<file path="src/rtl/dwn_pkg.sv">
// Shared helpers for the streaming DWN group-sum: per-beat group masks
// and the group-sum width rule.
package dwn_pkg;

    localparam int DWN_MAX_PAR = 256;

    function automatic int dwn_sum_width(input int group_size);
        return $clog2(group_size) + 1;
    endfunction

    // Bit j is set when flat index beat*in_par+j falls inside group.
    function automatic logic [DWN_MAX_PAR-1:0] dwn_group_mask(
        input int beat,
        input int group,
        input int in_par,
        input int group_size
    );
        logic [DWN_MAX_PAR-1:0] m;
        m = '0;
        for (int j = 0; j < DWN_MAX_PAR; j++) begin
            if (j < in_par && ((beat * in_par + j) / group_size) == group) begin
                m[j] = 1'b1;
            end
        end
        return m;
    endfunction

endpackage

</file>
<file path="src/rtl/fixed_dwn_beat_popcount.sv">
// Per-beat partial group counts: ones of one input beat that land in
// each group, selected by the constant masks for that beat index.
module fixed_dwn_beat_popcount
    import dwn_pkg::*;
#(
    parameter int IN_PAR = 3,
    parameter int NUM_GROUPS = 3,
    parameter int GROUP_SIZE = 4,
    parameter int BEATS = 4,
    localparam int BW = (BEATS > 1) ? $clog2(BEATS) : 1,
    localparam int PC_W = $clog2(IN_PAR) + 1
) (
    input  logic [IN_PAR-1:0] data,
    input  logic [BW-1:0]     beat,
    output logic [PC_W-1:0]   counts [NUM_GROUPS]
);

    logic [IN_PAR-1:0] m;

    always_comb begin
        m = '0;
        for (int g = 0; g < NUM_GROUPS; g++) begin
            counts[g] = '0;
        end
        for (int b = 0; b < BEATS; b++) begin
            if (beat == BW'(b)) begin
                for (int g = 0; g < NUM_GROUPS; g++) begin
                    m = IN_PAR'(dwn_group_mask(b, g, IN_PAR, GROUP_SIZE));
                    for (int j = 0; j < IN_PAR; j++) begin
                        if (m[j]) begin
                            counts[g] = counts[g] + PC_W'(data[j]);
                        end
                    end
                end
            end
        end
    end

endmodule

</file>
<file path="src/rtl/fixed_dwn_groupsum_stream.sv">
// Streaming DWN group-sum: accumulates per-group ones over BEATS input
// beats and presents all sums in one registered valid/ready beat.
module fixed_dwn_groupsum_stream
    import dwn_pkg::*;
#(
    parameter int INPUT_SIZE = 12,
    parameter int NUM_GROUPS = 3,
    parameter int IN_PAR = 3,
    localparam int GROUP_SIZE = INPUT_SIZE / NUM_GROUPS,
    localparam int SUM_W = dwn_sum_width(GROUP_SIZE)
) (
    input  logic              clk,
    input  logic              rst,
    input  logic [IN_PAR-1:0] data_in_0,
    input  logic              data_in_0_valid,
    output logic              data_in_0_ready,
    output logic [SUM_W-1:0]  data_out_0 [0:NUM_GROUPS-1],
    output logic              data_out_0_valid,
    input  logic              data_out_0_ready
);

    localparam int BEATS = INPUT_SIZE / IN_PAR;
    localparam int BW = (BEATS > 1) ? $clog2(BEATS) : 1;
    localparam int PC_W = $clog2(IN_PAR) + 1;

    if (INPUT_SIZE % NUM_GROUPS != 0) begin : g_bad_groups
        $error("INPUT_SIZE must be a multiple of NUM_GROUPS");
    end
    if (INPUT_SIZE % IN_PAR != 0) begin : g_bad_par
        $error("INPUT_SIZE must be a multiple of IN_PAR");
    end

    logic [BW-1:0]    beat_cnt;
    logic [SUM_W-1:0] acc      [NUM_GROUPS];
    logic [SUM_W-1:0] sum_next [NUM_GROUPS];
    logic [PC_W-1:0]  pc       [NUM_GROUPS];
    logic             last;
    logic             fire;

    fixed_dwn_beat_popcount #(
        .IN_PAR     (IN_PAR),
        .NUM_GROUPS (NUM_GROUPS),
        .GROUP_SIZE (GROUP_SIZE),
        .BEATS      (BEATS)
    ) u_pc (
        .data   (data_in_0),
        .beat   (beat_cnt),
        .counts (pc)
    );

    // Only the closing beat needs room in the output register.
    assign last = (beat_cnt == BW'(BEATS - 1));
    assign data_in_0_ready = !last || !data_out_0_valid || data_out_0_ready;
    assign fire = data_in_0_valid && data_in_0_ready;

    always_comb begin
        for (int g = 0; g < NUM_GROUPS; g++) begin
            sum_next[g] = acc[g] + SUM_W'(pc[g]);
        end
    end

    always_ff @(posedge clk) begin
        if (rst) begin
            beat_cnt <= '0;
            data_out_0_valid <= 1'b0;
            for (int g = 0; g < NUM_GROUPS; g++) begin
                acc[g] <= '0;
                data_out_0[g] <= '0;
            end
        end else begin
            if (fire) begin
                if (last) begin
                    beat_cnt <= '0;
                    for (int g = 0; g < NUM_GROUPS; g++) begin
                        acc[g] <= '0;
                        data_out_0[g] <= sum_next[g];
                    end
                end else begin
                    beat_cnt <= beat_cnt + 1'b1;
                    for (int g = 0; g < NUM_GROUPS; g++) begin
                        acc[g] <= sum_next[g];
                    end
                end
            end
            if (fire && last) begin
                data_out_0_valid <= 1'b1;
            end else if (data_out_0_ready) begin
                data_out_0_valid <= 1'b0;
            end
        end
    end

endmodule

</file>
<file path="config.mk">
export PLATFORM = sky130hd
export DESIGN_NAME = fixed_dwn_groupsum_stream
export DESIGN_NICKNAME = d
export VERILOG_FILES = /design/src/rtl/dwn_pkg.sv /design/src/rtl/fixed_dwn_beat_popcount.sv /design/src/rtl/fixed_dwn_groupsum_stream.sv
export SDC_FILE = /design/constraint.sdc
export NUM_CORES = 1
export LEC_CHECK = 0
export CORE_ASPECT_RATIO = 1.2
export CORE_MARGIN = 2
export CORE_UTILIZATION = 25
export CTS_CLUSTER_SIZE = 12
export DETAILED_ROUTE_END_ITERATION = 8
export DONT_BUFFER_PORTS = 1
export GPL_ROUTABILITY_DRIVEN = 0
export SLEW_MARGIN = 10
export SYNTH_ARGS = -nofsm -noshare
export SYNTH_HDL_FRONTEND = slang
export SYNTH_HIERARCHICAL = 1
export SYNTH_SLANG_ARGS = --single-unit
</file>
<file path="constraint.sdc">
create_clock -name clk -period 4 [get_ports clk]
set_input_delay 0.2 -clock clk [delete_from_list [all_inputs] [get_ports clk]]
set_output_delay 0.2 -clock clk [all_outputs]
set_load 0.02 [all_outputs]
</file>
==> results of run 1 <==
## final timing paths
path | to | slack [ns] | depth (start not counted)
hold reg to reg | data_out_0[8] | 0.59 | 2
hold / removal | beat_cnt[1] | 0.09 | 2
setup reg to reg | data_out_0[2] | 0.51 | 10
setup / recovery | data_out_0[2] | 0.51 | 10
## metrics by stage
stage / cells / instance area [µm²] / worst slack (ns) / power [mW]
after global routing: 187 / 1470 / 0.306 / 0.483
after CTS: 187 / 1470 / 0.493 / 0.464
final: 187 / 1470 / 0.509 / 0.457
after detailed placement: 182 / 1410 / 0.516 / 0.321
after floorplan: 125 / 1380 / 0.739 / 0.307
after global placement: 182 / 1410 / 0.587 / 0.320
## metal layers
layer  routed length [µm]  track usage  share of wire
met5                    0            0              0
met4                   42       0.0412          0.017
met3                  144       0.0214          0.057
met2                 1170        0.140           0.46
met1                 1160        0.130           0.46
## flip-flops by register name, summed over array words and instances, names as in the netlist
name,count
beat_cnt,2
data_out_0,9
acc,9
data_out_0_valid,1
## cell type report
type,count,share of cell area
clock inverter,1,0.00341
sequential,21,0.348
clock buffer,3,0.0282
timing repair buffer,2,0.0119
multi-input combinational,96,0.550
tap,62,0.0529
inverter,2,0.00512
## power by group through the flow
stage	Sequential (mW)	Clock, mW	Combinational (mW)
5_1_grt	0.243	0.149	0.0904
3_3_place_gp	0.246	0	0.0731
4_1_cts	0.242	0.145	0.0779
6_report	0.241	0.140	0.0754
2_1_floorplan	0.245	0	0.0622
3_5_place_dp	0.247	0	0.0742
## critical path, stage by stage (launching register included)
cell and delay, ns:
dfxtp_1 0.53, and2b_1 0.22, and2_1 0.17, fa_1 0.42
ha_1 0.20, fa_1 0.41, and3_1 0.21, fa_1 0.41
xnor3_1 0.38, or3_1 0.32, a21oi_1 0.13
## repair_timing
action,CTS,global route
hold endpoints to repair,12,0
gates resized for setup,0,0
hold buffers,1,0
## placed cells by master, fill, tap and decap left out, drive strengths merged
cell / instances
and2: 9
and3: 2
a21o: 3
and2b: 1
fa: 7
nand3: 7
nand2b: 2
inv: 2
nor3: 1
nor3b: 1
nand2: 2
ha: 15
nor2: 6
edfxtp: 9
clkbuf: 3
buf: 1
clkinv: 1
a21oi: 13
or3: 5
dlygate4sd3: 1
nor2b: 2
mux2i: 3
o21ai: 11
and3b: 3
dfxtp: 12
xnor3: 3
## kinds of logic after synthesis
family / share of synthesized area
multiplexers: 0.0218
AO/OA/AOI/OAI: 0.104
buffers and inverters: 0.0419
flip-flops: 0.371
AND/OR/NAND/NOR: 0.174
adder cells (fa/ha/maj): 0.238
XOR/XNOR: 0.0491
==> run metrics, run 1 <==
run status complete, no violations; 1st-iter DRT viols 17; min-delay src data_in_0_valid; Die Ht roughly 85 µm; Sum Neg Setup Slack 0 ns; Worst EP arrival approximately 3.7 ns; Final setup viols 0; largest net degree at the start of global routing 14; initial core utilization 0.260; register bit count reported by yosys 21; Max Clk Rate ~290 MHz; Clk network pwr share 0.307; Crit. Startpoint beat_cnt[1]; P_sw 0.115 mW; core area 0.00530 mm²; count leader, synth ha_1; Int Power approximately 0.34 mW; CTS Buf Count 3; Worst-Skew Late Latency 0.26 ns; final net count 155; Die ar. 0.00611 mm²; Final Hold Viols 0; kind of critical path flip-flop to flip-flop; worst hold-check path type input port to flip-flop; Post-synth ARST share 0; IO Pins 18; clk sinks 21; worst-case clock buffer depth 2; synthesis warning total 6; crit start category flip-flop; post-synth top area share 0.197; vias in the first global route 867; sequential element share of the synthesized area 0.371; Peak VDD IR about 0.20 mV; Post-synth EDFFs 9; top cells by area, synth edfxtp_1 20%, dfxtp_1 17%, ha_1 14%; Post-synth top cells 15 x ha_1, 13 x a21oi_1, 12 x dfxtp_1; area growth from synthesis to layout 6.64%; routed length per instance around 13 µm; Mapped Cells about 130; CTS tree built; Antenna Cells 0; Fillers 571; Post-CTS Setup Repair Bufs 0; Leakage about 0.62 nW; Worst EP required 4.19 ns; Remaining Overflow, GRT 0; final wirelength 2.52 mm; Root Buffer clkbuf_8; PwrDens 312 mW/mm²; Post-DRT Antenna Nets 0; footprint of the multi-input gates 807 µm²; Hold WS 0.0922 ns; Worst Tran Pin Value 0.593 ns; detailed-route via count 861; Final Cycle Share 0.873; clock-pin transition on the worst setup and hold timing paths 0.08 ns; sequential power share 0.528; first-pass GRT wire length 4.47 mm; worst r2r src beat_cnt[1]; Max Clock Skew 0.00187 ns; Synthesized Nets around 150; area leader, netlist edfxtp_1; Critical Path Fanout Max 13; # DRC 0; Synth Flop Type dfxtp_1; Syn Std Cell Area around 0.0014 mm²; syn avg cell area between 10 and 15 µm²; initial antenna violation count 0; Final Max Tran Viols 0; Via density 4.60; post-synth cell types 27; layout cells sized above 1 0.0640; DR pass1 iterations 4; width of the chip 71.7 µm; Max Cap Violations 0; Comb power frac 0.165; H-tree depth 1; crit path capture type flip-flop; Detail Placement HPWL 1.92 mm; Sw Ratio 0.252; Worst slew margin 0.602; setup repair after global routing missed its margin no; sequential cell area 510 µm²; FP Rows 29; Tmin final 3.49 ns; Port Buffers 0; gr usage total 0.0940; Final Core Density 0.277
(Power assumes the default switching activity.)
==> inputs of run 2 (changes only) <==
--- a/config.mk
+++ b/config.mk
@@ -5,13 +5,16 @@
 export SDC_FILE = /design/constraint.sdc
 export NUM_CORES = 1
 export LEC_CHECK = 0
+export CELL_PAD_IN_SITES_DETAIL_PLACEMENT = 0
+export CELL_PAD_IN_SITES_GLOBAL_PLACEMENT = 1
 export CORE_ASPECT_RATIO = 1.2
 export CORE_MARGIN = 2
 export CORE_UTILIZATION = 25
 export CTS_CLUSTER_SIZE = 12
 export DETAILED_ROUTE_END_ITERATION = 8
 export DONT_BUFFER_PORTS = 1
-export GPL_ROUTABILITY_DRIVEN = 0
+export GPL_ROUTABILITY_DRIVEN = 1
+export PLACE_DENSITY_LB_ADDON = 0.1
 export SLEW_MARGIN = 10
 export SYNTH_ARGS = -nofsm -noshare
 export SYNTH_HDL_FRONTEND = slang
==> run metrics, run 2 (synthesis results as in run 1) <==
Detail Placement HPWL 2.19 mm (+14%); Via density 4.77 (+3.7%); Root Buffer clkbuf_8; Die Ht 85.2 µm (unchanged); biggest regs acc (9), data_out_0 (9), beat_cnt (2); most common cell after layout, fill and taps aside ha_1; gr usage total 0.105 (+0.0111); Worst slew margin 0.629 (+0.0279); clock-pin transition on the worst setup and hold timing paths 0.08 ns (about the same); sequential cell area 510 µm² (unchanged); Final setup viols 0 (unchanged); Final Hold Viols 0 (unchanged); Sum Neg Setup Slack 0 ns (unchanged); area growth from synthesis to layout 7.83%; DR pass1 iterations 4 (unchanged); FP Rows 29 (unchanged); Final Cycle Share 0.828 (-0.0448); Slowest-stage cell, CP fa_1; Fillers 566 (-0.88%); Antenna Cells 0 (unchanged); # resized after CTS 0 (unchanged); CP peak stage delay 0.44 ns (-0.09 ns); initial core utilization 0.260 (unchanged); width of the chip 71.7 µm (unchanged); Peak VDD IR 0.155 mV (-22%); Worst EP required 4.19 ns (about the same); layout cells sized above 1 0.0630 (-0.00101); CTS tree built; worst-case clock buffer depth 2 (unchanged); routability cong. 0.698; most used cell, CP fa_1; Tmin final 3.31 ns (-0.179 ns); routed length per instance 15.5 µm (+15%); worst hold-check path type input port to flip-flop; Worst EP arrival 3.50 ns (-0.18 ns); Port Buffers 0 (unchanged); setup repair after global routing missed its margin no; Die ar. 0.00611 mm² (unchanged); kind of critical path flip-flop to flip-flop; Worst Tran Pin Value 0.552 ns (-0.0415 ns); Worst-Skew Late Latency 0.25 ns (about the same); detailed-route via count 902 (+4.8%); CTS Buf Count 3 (unchanged); Final Max Tran Viols 0 (unchanged); clk sinks 21 (unchanged); run status complete, no violations; crit start category flip-flop; largest net degree at the start of global routing 14 (unchanged); crit path capture type flip-flop; final net count 157 (+1.3%); most frequent cells in the layout 15 x ha_1, 13 x a21oi_1, 12 x dfxtp_1, 11 x o21ai_0; footprint of the multi-input gates 807 µm² (unchanged); Leakage 0.629 nW (+1.1%); Max Cap Violations 0 (unchanged); Max Clock Skew 0.00174 ns (-0.000137 ns); crit-path leading delay family adder cells; final wirelength 2.93 mm (+16%); Critical Path Fanout Max 4 (-9); core area 0.00530 mm² (unchanged); H-tree depth 1 (unchanged); Remaining Overflow, GRT 0 (unchanged); Post-DRT Antenna Nets 0 (unchanged); 1st-iter DRT viols 41 (+24); IO Pins 18 (unchanged); vias in the first global route 967 (+12%); Final Core Density 0.280 (+0.00307); initial antenna violation count 0 (unchanged); Buf+Inv Stages, Crit Path 0 (unchanged); first-pass GRT wire length 4.93 mm (+10%); Max Clk Rate 302 MHz (+5.4%); PwrDens 310 mW/mm² (-0.49%); Cell Chain, Critical Path and2b_1 -> and2_1 -> fa_1 -> ha_1 -> fa_1 -> and3_1 -> fa_1 -> xnor3_1 -> or3_1 -> a21oi_1; # DRC 0 (unchanged)
-- run 2: final cells by class --
type | count | share of cell area
clock buffers | 4 | 0.0304
inverters | 2 | 0.00506
multi-input cells | 96 | 0.544
flip-flops and latches | 21 | 0.344
well taps | 62 | 0.0523
repair buffers | 4 | 0.0236
-- run 2: worst paths after layout --
kind	startpoint	end	slack [ns]	cells past startpoint
worst max-delay path	beat_cnt[0]	data_out_0[2]	0.69	10
worst min-delay path	data_in_0_valid	beat_cnt[1]	0.10	2
worst max register to register	beat_cnt[0]	data_out_0[2]	0.69	10
worst min register to register	data_out_0[0]	data_out_0[0]	0.58	2
-- run 2: timing repair --
| action | 4_1_cts | 5_1_grt |
|---|---|---|
| hold endpoints to repair | 10 | 2 |
| hold buffers | 1 | 1 |
| buffers inserted | 0 | 0 |
-- run 2: layer usage --
metal  vias up  global-route usage  share of wire
met5         -                   0              0
met4         0              0.0360         0.0082
met3         2              0.0226          0.044
met2        16               0.182           0.49
met1       438               0.128           0.46
li1        446                   -              -
-- run 2: report_power, final --
group	switching (mW)	internal, mW	total [mW]
clock network	0.0677	0.0709	0.139
registers	0.00503	0.235	0.240
logic	0.0416	0.0399	0.0815
total	0.114	0.346	0.460
-- run 2: per-stage QoR --
step	setup WS [ns]	hold slack [ns]	total power [mW]	cell area, µm²	std cells
6_report	0.688	0.102	0.460	1480	189
5_1_grt	0.519	0.115	0.493	1480	189
4_1_cts	0.671	0.000376	0.468	1470	188
3_5_place_dp	0.698	0.273	0.325	1420	183
3_3_place_gp	0.740	0.272	0.326	1420	183
2_1_floorplan	0.739	0.269	0.307	1380	125
